===== config.mk =====
export PLATFORM = sky130hd
export DESIGN_NAME = phasecomp_flat
export DESIGN_NICKNAME = d
export VERILOG_FILES = /design/src/rtl/phasecomp_if.sv /design/src/rtl/phasecomp.sv /design/src/flat_wrapper.sv
export SDC_FILE = /design/constraint.sdc
export NUM_CORES = 1
export LEC_CHECK = 0
export ABC_AREA = 1
export CORE_ASPECT_RATIO = 0.5
export CORE_MARGIN = 8
export CORE_UTILIZATION = 40
export DETAILED_ROUTE_END_ITERATION = 8
export SLEW_MARGIN = 20
export SYNTH_ARGS = -nofsm -noshare
export SYNTH_HDL_FRONTEND = slang
export SYNTH_SLANG_ARGS = --single-unit

===== constraint.sdc =====
create_clock -name clk -period 7.7 [get_ports clk]
set_input_delay 1.54 -clock clk [delete_from_list [all_inputs] [get_ports clk]]
set_output_delay 1.54 -clock clk [all_outputs]
set_load 0.01 [all_outputs]

===== src/rtl/phasecomp_if.sv =====
// Sample stream between the polyphase datapath, the phase compensator and the FFT input.
interface phasecomp_if #(
  parameter int unsigned WIDTH = 16
);
  logic                    vin;
  logic signed [WIDTH-1:0] din;
  logic                    vout;
  logic signed [WIDTH-1:0] dout;

  modport master (output vin, din, input vout, dout);
  modport slave  (input vin, din, output vout, dout);
endinterface


===== src/rtl/phasecomp.sv =====
// Oversampled-PFB phase compensator: ping-pong frame buffer whose readout is
// circularly rotated by an offset that advances by DEC_FAC every frame.
module phasecomp #(
  parameter int unsigned WIDTH   = 16,
  parameter int unsigned FFT_LEN = 32,
  parameter int unsigned DEC_FAC = 24
) (
  input  logic        clk,
  input  logic        rst,
  input  logic        en,
  phasecomp_if.slave  bus
);
  localparam int unsigned    AW   = $clog2(FFT_LEN);
  localparam logic [AW-1:0]  LAST = AW'(FFT_LEN - 1);
  localparam logic [AW-1:0]  DEC  = AW'(DEC_FAC);

  typedef enum logic {IDLE, READ} state_t;

  state_t                  state, state_next;
  logic                    wr_bank, rd_bank;
  logic [AW-1:0]           wr_ctr, rd_ctr, shift, rot, rd_addr;
  logic                    wr_fire, frame_done;
  logic signed [WIDTH-1:0] mem [2*FFT_LEN];
  logic                    vout;
  logic signed [WIDTH-1:0] dout;

  assign bus.vout = vout;
  assign bus.dout = dout;

  // Write strobe, frame-complete detect and rotated read address
  always_comb begin
    wr_fire    = en & bus.vin;
    frame_done = wr_fire && (wr_ctr == LAST);
    rd_addr    = AW'(rd_ctr + rot);
  end

  always_ff @(posedge clk) begin
    if (rst) state <= IDLE;
    else     state <= state_next;
  end

  // A frame completing on the last read cycle chains straight into the next readout
  always_comb begin
    state_next = state;
    if (en) begin
      unique case (state)
        IDLE: if (frame_done) state_next = READ;
        READ: begin
          if (frame_done)          state_next = READ;
          else if (rd_ctr == LAST) state_next = IDLE;
        end
        default: state_next = IDLE;
      endcase
    end
  end

  // Storage carries no reset; contents are only read after being written
  always_ff @(posedge clk) begin
    if (wr_fire) mem[{wr_bank, wr_ctr}] <= bus.din;
  end

  always_ff @(posedge clk) begin
    if (rst) begin
      wr_bank <= 1'b0;
      rd_bank <= 1'b0;
      wr_ctr  <= '0;
      rd_ctr  <= '0;
      shift   <= '0;
      rot     <= '0;
      vout    <= 1'b0;
      dout    <= '0;
    end else if (en) begin
      vout <= (state == READ);
      if (state == READ) begin
        dout   <= mem[{rd_bank, rd_addr}];
        rd_ctr <= AW'(rd_ctr + 1'b1);
      end
      if (wr_fire) wr_ctr <= AW'(wr_ctr + 1'b1);
      // Hand the just-filled bank to the reader with this frame's rotation
      if (frame_done) begin
        wr_bank <= ~wr_bank;
        rd_bank <= wr_bank;
        rd_ctr  <= '0;
        rot     <= shift;
        shift   <= AW'(shift + DEC);
      end
    end
  end
endmodule

===== src/flat_wrapper.sv =====
// flat-port wrapper written by rule: the top's interface ports become plain ports
module phasecomp_flat 
#(
  parameter int unsigned WIDTH   = 16,
  parameter int unsigned FFT_LEN = 32,
  parameter int unsigned DEC_FAC = 24
)
  (clk, rst, en, bus_vin, bus_din, bus_vout, bus_dout);
  phasecomp_if #(.WIDTH(WIDTH)) bus_i ();
  input  logic clk;
  input  logic rst;
  input  logic en;
  input wire logic [$bits(bus_i.vin)-1:0] bus_vin;
  input wire logic [$bits(bus_i.din)-1:0] bus_din;
  output wire logic [$bits(bus_i.vout)-1:0] bus_vout;
  output wire logic [$bits(bus_i.dout)-1:0] bus_dout;
  assign bus_i.vin = bus_vin;
  assign bus_i.din = bus_din;
  assign bus_vout = bus_i.vout;
  assign bus_dout = bus_i.dout;
  phasecomp #(.WIDTH(WIDTH), .FFT_LEN(FFT_LEN), .DEC_FAC(DEC_FAC)) u_core (.clk(clk), .rst(rst), .en(en), .bus(bus_i));
endmodule

After elaboration in Yosys (flattened, before gate mapping)
Memory sizes are Yosys's and may differ from the RTL's. A register that Yosys moved wholly into a read port is not among the register bits.
Index checks and enable logic that the tools add are counted.
Word-level totals
  flip-flop bits (word level): 24
  memory bits (writable): 1024
  input port bits: 20
  output and inout bits: 17
  word-level logic and storage cells: 32
  memories: 1
Memories
  u_core.mem: words 64, width 16, read ports 1, clocked after memory_dff 1, wr ports 1, RTL line phasecomp.sv:23  | logic signed [WIDTH-1:0] mem [2*FFT_LEN];
Operators by class
  $add $sub $neg: 4
  eq/ne operators: 2
  multiplexer cells: 8
  bitwise gates (word level): 3
  reductions and logical operators: 6
Operators by type and width (count)
  $add 5x1->5 const B: 2
  $eq 5x5->1 const B: 2
  $mux 5: 2
  $reduce_and 2->1: 4
  $add 5x5->5: 1
  $add 5x5->5 const B: 1
  $mux 1: 5
  $not 1->1: 2
  $pmux 1 s2: 1
  $reduce_bool 2->1: 1
  $and 1x1->1: 1
  $logic_and 1x1->1: 1

Logic depth before layout (Yosys ltp)
Gate-level depths: netlist of the first run.
  depth in word-level cells: 4
  depth in mapped cells: 14
  mapped depth without buffers: 11

Worst setup path before layout of the first run
Ideal clock, no wire load.
  path kind: input-to-reg
  from: input port bus_vin
  to: memory u_core.mem[52][0], enable pin
  setup time: 430 ps
  data arrival time: 3568 ps
  data required time: 7270 ps
  setup slack: 3702 ps
  stages on the path: 4
  path buffers: 0
  cells stage by stage: nand2_1 clkinv_1 nand3_1 nor4_1
Between the ends
  cells in the longest elaborated chain, start to end: 3
RTL lines
  from (decl): RTL line flat_wrapper.sv:13  | input wire logic [$bits(bus_i.vin)-1:0] bus_vin;
  $and 1x1->1: RTL line phasecomp.sv:32  | wr_fire = en & bus.vin;
  $mux 1: RTL line phasecomp.sv:59  | if (wr_fire) mem[{wr_bank, wr_ctr}] <= bus.din;
  $mux 1 (not written as such): RTL line phasecomp.sv:59
  to (decl): RTL line phasecomp.sv:23
Every way passes these cells.

Worst setup path after layout of the first run
  from: register u_core.rd_ctr[0]
  to: register u_core.dout[8], in the netlist u_core.bus.dout[8], read port of u_core.mem
Between the ends
  cells in the longest elaborated chain, start to end: 1
RTL lines
  from (decl): RTL line phasecomp.sv:21  | logic [AW-1:0] wr_ctr, rd_ctr, shift, rot, rd_addr;
  from (signal assigned): RTL line phasecomp.sv:76  | rd_ctr <= AW'(rd_ctr + 1'b1);
  $add 5x5->5: RTL line phasecomp.sv:34  | rd_addr = AW'(rd_ctr + rot);
  to (decl): RTL line phasecomp.sv:25  | logic signed [WIDTH-1:0] dout;
Every way passes these cells.
A chain may end at the register's enable or synchronous reset.

==> run metrics, run 1 <==
M2 GR Usage=0.293; Finish-stage setup viols=0; FF+latch count, synth=1058; antenna violations before repair=0; Seq pwr share=0.564; met1 Usage GRT=0.258; layout cell share with drive strength beyond 1=0.0701; Critical Path Sink Type=register; commonest non-fill, non-tap cell in the layout=nand2_1; largest net degree at the start of global routing=207; GRT met3 Usage=0.0268; post-layout min period=3890 ps; post-detail-place hpwl=58.3 mm; maximum clock insertion buffer count=3; cell-internal power=9.02 mW; I/O Buffers=36; number of global-route vias before repair=25900; nets@finish=3660; Setup TNS Final=0 ps; clk slew on worst S/H paths=60 ps; TritonRoute pass-1 iters=6; Seq/Total Area, Yosys=0.736; slew margin rel.=0.203; CP max stage delay=820 ps; Cells after Synth=3631; H-tree levels=3; core area=0.105 mm²; CTS root buf=clkbuf_16; Startpoint Class=register; Max FO, Critical Path=178; worst vdd ir=0.000150 V; Avg Inst Size Synth=11.8 µm²; total CTS buffers=96; busiest grt layer=met2; Setup CP Type=reg2reg; Avg WL per Cell=21.7 µm; Die Width=478 µm; Worst-Margin Slew=1190 ps; Slew Limit Fails=0; synth warn=0; post-synthesis cell area=0.0427 mm²; Net Switching=2.19 mW; Ports=37; R2R Setup Slk=3810 ps; Logic pwr share=0.015; data required time of the critical path=8300 ps; RSZ-0062 raised after global routing=false; CTS tree=yes; Max Fclk=257 MHz; Area Growth Syn to Fin=11.2%; Sw Ratio=0.195; Final period util=0.506; post-layout util=0.451; worst hold path class=reg2reg; Post-Route WL=111 mm; Vias per Instance=5.33; # DRC=0; postcts setup bufs=0; most frequent cells in the layout=nand2_1, edfxtp_1, nand3_1, nor2_1, clkbuf_16; first-pass GRT wire length=164 mm; Max Cap Viol=0; Worst Skew=18.1 ps; Pleak=16.6 nW; Hold Vio Cnt, Final=0; CP dominant cell by count=nand3_1; Cell Rows=84; grt total ovfl=0; critical-path cell list=buf_12 -> buf_4 -> nand2_1 -> nand3_1 -> nand3_1 -> nand3_1 -> nand2_1 -> nand2_1 -> nand3_1 -> nand3_1 -> nand2_1 -> inv_1; Die Area=0.118 mm²; gr usage total=0.182; post-cts resize count=0; post-route ant nets=0; CP max stage cell=dfxtp_4; clock latency at the later pin of the worst-skew pair=650 ps; pwr dens=236 mW/mm²; power share of the clock group=0.421; vias=27400; critical path arrival=4490 ps; Die Ht=247 µm; post-synth cell types=24; status=finished clean; GP Congestion=0.881; Initial Util=0.405; Iter 0 DRT Violations=3002; Syn Nets=3656; worst hold slack=464 ps; Clock Sinks=1058; hold buffers post-CTS=0
## critical path, delay by kind of cell (launching register included)
family | cells | cell delay (ps)
buffers and inverters | 3 | 1450
DFF | 1 | 820
and+or+nand+nor | 9 | 1250
## cell type report
| cell class | instances | area (µm²) |
|---|---|---|
| fill | 9463 | 57900 |
| sequential | 1058 | 31400 |
| multi-input combinational | 2307 | 9990 |
| clock buffer | 125 | 2570 |
| tap | 1419 | 1780 |
| timing repair buffer | 131 | 1070 |
| clock inverter | 47 | 468 |
| inverter | 41 | 181 |
| antenna | 1 | 2.50 |
## routing by layer
metal,up-vias,wire [µm]
met1,13500,48900
met3,151,7780
met5,-,0
li1,12800,-
met4,0,2820
met2,921,51700
## kinds of logic after synthesis
logic type	share of synthesized area
buffers and inverters	0.0313
AO/OA/AOI/OAI	0.00445
XOR/XNOR	0.000586
adder cells (fa/ha/maj)	0.00146
flip-flops	0.736
AND/OR/NAND/NOR	0.226
## synth_stat cells, drive strengths merged
cell type,count,share of area
a211oi,1,0.00018
a21oi,28,0.0033
buf,194,0.025
clkbuf,31,0.0027
clkinv,4,0.00035
dfxtp,34,0.016
edfxtp,1024,0.72
ha,5,0.0015
inv,37,0.0033
nand2,1235,0.11
nand3,911,0.11
nand4,1,0.00015
nor2,103,0.0091
nor3,10,0.0012
nor4,3,0.00044
o21a,1,0.00018
o21ai,7,0.00082
xor2,2,0.00059
## power by group through the flow
stage	combinational, mW	sequential (mW)	clock (mW)
after global placement	0.169	6.45	0
after floorplan	0.0264	6.44	0
after detailed placement	0.172	6.45	0
after global routing	0.180	6.32	5.00
after CTS	0.173	6.32	4.77
final	0.172	6.32	4.72
## path summary, 6_finish.rpt
check                                      start            endpoint  cells after the start
worst min-delay path                u_core.state        u_core.state                      2
worst max register to register  u_core.rd_ctr[0]  u_core.bus.dout[8]                     12
worst min register to register      u_core.state        u_core.state                      2
worst max-delay path            u_core.rd_ctr[0]  u_core.bus.dout[8]                     12
## metrics by stage
step                      instance area (µm²)  power, mW  setup slack [ps]  instances
after floorplan                         42700       6.47              3700       3631
after global placement                  44500       6.61              3280       4956
after detailed placement                44500       6.62              3310       4956
after CTS                               47500       11.3              3940       5128
after global routing                    47500       11.5              3660       5128
final                                   47500       11.2              3810       5129
## flip-flops by register name (all words and copies together), names as in the netlist
signal / cells
u_core.mem: 1024
u_core.bus.dout: 16
u_core.rd_ctr: 5
u_core.wr_ctr: 5
u_core.rot: 2
u_core.shift: 2
u_core.bus.vout: 1
u_core.rd_bank: 1
u_core.state: 1
u_core.wr_bank: 1
No activity file was read; power rests on OpenSTA's default activity.
==> run 2, diff against run 1 <==
==> constraint.sdc (replaced) <==
create_clock -name clk -period 3.3 [get_ports clk]
set_input_delay 0.66 -clock clk [delete_from_list [all_inputs] [get_ports clk]]
set_output_delay 0.66 -clock clk [all_outputs]
set_load 0.01 [all_outputs]
==> run 2 against run 1 <==
  * Die area unchanged
  * Global-route usage grew 1.3 points
  * Cell count increased by 0.80%
  * Sequential share of layout area fell by 1.0 points
  * Count of clock-buffer cells in the layout is 2 higher
  * Clock skew is 5.2 ps higher
  * Critical path type unchanged
  * First-iteration DRC count is 17% higher
  * Routed wire length up 7.0%
  * Via count increased by 2.3%
==> run metrics, run 2 (synthesis gave the netlist of run 1 again) <==
H-tree levels=3 (unchanged); clock latency at the later pin of the worst-skew pair=680 ps (was 650 ps); I/O Buffers=36 (unchanged); # diodes=0 (was 1); CP max stage cell=buf_4 (was dfxtp_4); worst hold path class=reg2reg (unchanged); FF-to-FF path depth=12 (unchanged); post-detail-place hpwl=67.0 mm (was 58.3 mm); Final period util=0.778 (was 0.506); Non-Filler Instances=5170 (was 5129); antenna violations before repair=2 (was 0); FILL cells=9447 (was 9463); post-route ant nets=0 (unchanged); max FFs per register=1024 (unchanged); Hold Path Cell Cnt=2 (unchanged); Setup TNS Final=0 ps (unchanged); data required time of the critical path=3920 ps (was 8300 ps); R2R Setup Slk=730 ps (was 3810 ps); nets@finish=3698 (was 3660); Avg WL per Cell=23.0 µm (was 21.7 µm); critical-path cell list=buf_12 -> buf_4 -> nand2_1 -> nand3_1 -> nand3_1 -> nand3_1 -> nand2_1 -> nand2_1 -> nand3_1 -> nand3_1 -> nand2_1 -> inv_1 (unchanged); CP dominant cell by count=nand3_1 (unchanged); Critical Path Sink Type=register (unchanged); met1 Usage GRT=0.274 (was 0.258); Max Fclk=389 MHz (was 257 MHz); RR Endpoint=u_core.bus.dout[7] (was u_core.bus.dout[8]); Max Cap Viol=0 (unchanged); largest net degree at the start of global routing=163 (was 207); grt total ovfl=0 (unchanged); # DRC=0 (unchanged); CTS root buf=clkbuf_16 (unchanged); M2 GR Usage=0.311 (was 0.293); worst vdd ir=0.000364 V (was 0.000150 V); TritonRoute pass-1 iters=6 (unchanged); Clock Sinks=1058 (unchanged); Vias per Instance=5.42 (was 5.33); postcts setup bufs=0 (unchanged); Setup CP Type=reg2reg (unchanged); Critical Path Source=u_core.rd_ctr[0] (unchanged); pwr dens=554 mW/mm² (was 236 mW/mm²); GRT met3 Usage=0.0387 (was 0.0268); post-layout min period=2570 ps (was 3890 ps); crit-path leading delay family=simple AND/OR/NAND/NOR gates (was buffers and inverters); Max FO, Critical Path=50 (was 178); Area Growth Syn to Fin=13.0% (was 11.2%); Die Ht=247 µm (unchanged); number of global-route vias before repair=26300 (was 25900); Hold Vio Cnt, Final=0 (unchanged); vias=28000 (was 27400); Startpoint Class=register (unchanged); critical path arrival=3190 ps (was 4490 ps); commonest non-fill, non-tap cell in the layout=nand2_1 (unchanged); hold buffers post-CTS=0 (unchanged); Slew Limit Fails=0 (unchanged); Ports=37 (unchanged); Die Area=0.118 mm² (unchanged); reg2reg start=u_core.rd_ctr[0] (unchanged); GP Congestion=0.883 (was 0.881); largest reg by FF count=u_core.mem (unchanged); CP max stage delay=530 ps (was 820 ps); clk slew on worst S/H paths=60 ps (about the same); Worst Skew=23.3 ps (was 18.1 ps); top flop regs=u_core.mem: 1024 flops, u_core.bus.dout: 16 flops (unchanged); maximum clock insertion buffer count=3 (unchanged); total CTS buffers=97 (was 96); Iter 0 DRT Violations=3527 (was 3002); CTS tree=yes (unchanged); Finish-stage setup viols=0 (unchanged); Hold EP=u_core.shift[3] (was u_core.state); Initial Util=0.405 (unchanged); placed insts=4993 (was 4956); layout cell share with drive strength beyond 1=0.0824 (was 0.0701); Worst-Margin Slew=956 ps (was 1190 ps); RSZ-0062 raised after global routing=false (unchanged); core area=0.105 mm² (unchanged); first-pass GRT wire length=173 mm (was 164 mm); Cell Rows=84 (unchanged); Pleak=17.0 nW (was 16.6 nW); status=finished clean (unchanged); busiest grt layer=met2 (unchanged); gr usage total=0.195 (was 0.182); post-cts resize count=0 (unchanged); most frequent cells in the layout=nand2_1, edfxtp_1, nand3_1, nor2_1, buf_4 (was nand2_1, edfxtp_1, nand3_1, nor2_1, clkbuf_16); slew margin rel.=0.363 (was 0.203); Worst Path Buf+Inv=3 (unchanged); Die Width=478 µm (unchanged); Post-Route WL=119 mm (was 111 mm); min-delay src=u_core.shift[3] (was u_core.state)
## run 2: changes by cell type in the layout (fill, tap and decap cells not counted), sizes merged
cell | previous run | this run
clkinvlp | 2 | 5
diode | 1 | 0
buf | 111 | 148
clkbuf | 125 | 127
clkinv | 40 | 32
inv | 36 | 41
bufinv | 10 | 13
## run 2: how the worst max path moves through the flow
stage	end	slack (ps)	cells past startpoint
final	u_core.bus.dout[7]	730	12
after global routing	u_core.bus.dout[6]	610	12
after CTS	u_core.bus.dout[1]	810	12
after detailed placement	u_core.mem[58][2]	320	7
after global placement	u_core.mem[58][2]	340	7
after floorplan	u_core.mem[52][0]	180	4
## run 2: through the flow
step / hold WS [ps] / utilization / setup WS (ps) / instance area (µm²) / power (mW)
6_report: 474 / 0.458 / 732 / 48300 / 26.7
5_1_grt: 495 / 0.458 / 611 / 48300 / 27.4
4_1_cts: 469 / 0.458 / 811 / 48300 / 26.9
3_5_place_dp: 460 / 0.427 / 325 / 45000 / 15.5
3_3_place_gp: 451 / 0.427 / 342 / 45000 / 15.5
2_1_floorplan: 444 / - / 182 / 42700 / 15.1
## run 2: final cells by class
cell class	instances	area (µm²)	area share
flip-flops and latches	1058	31400	0.652
multi-input cells	2307	9990	0.207
clock buffers	127	2580	0.0535
well taps	1419	1780	0.0368
repair buffers	168	1660	0.0344
clock inverters	50	631	0.0131
inverters	41	180	0.00373
## run 2: worst register-to-register path, stage by stage, from the launching register on
cell and delay [ps]:
dfxtp_4 450, buf_12 300, buf_4 560, nand2_1 140
nand3_1 110, nand3_1 100, nand3_1 270, nand2_1 170
nand2_1 100, nand3_1 70, nand3_1 130, nand2_1 60
inv_1 40
## run 2: metal layers
layer / vias up / routed length (µm)
met3: 168 / 11000
met2: 1238 / 54500
li1: 12900 / -
met1: 13700 / 50500
met4: 0 / 2950
met5: - / 0
## run 2: report_power, final
part           internal (mW)  switching [mW]
Combinational         0.0763           0.418
Sequential              14.7         0.00958
Clock                   6.56            4.95
Total                   21.4            5.37
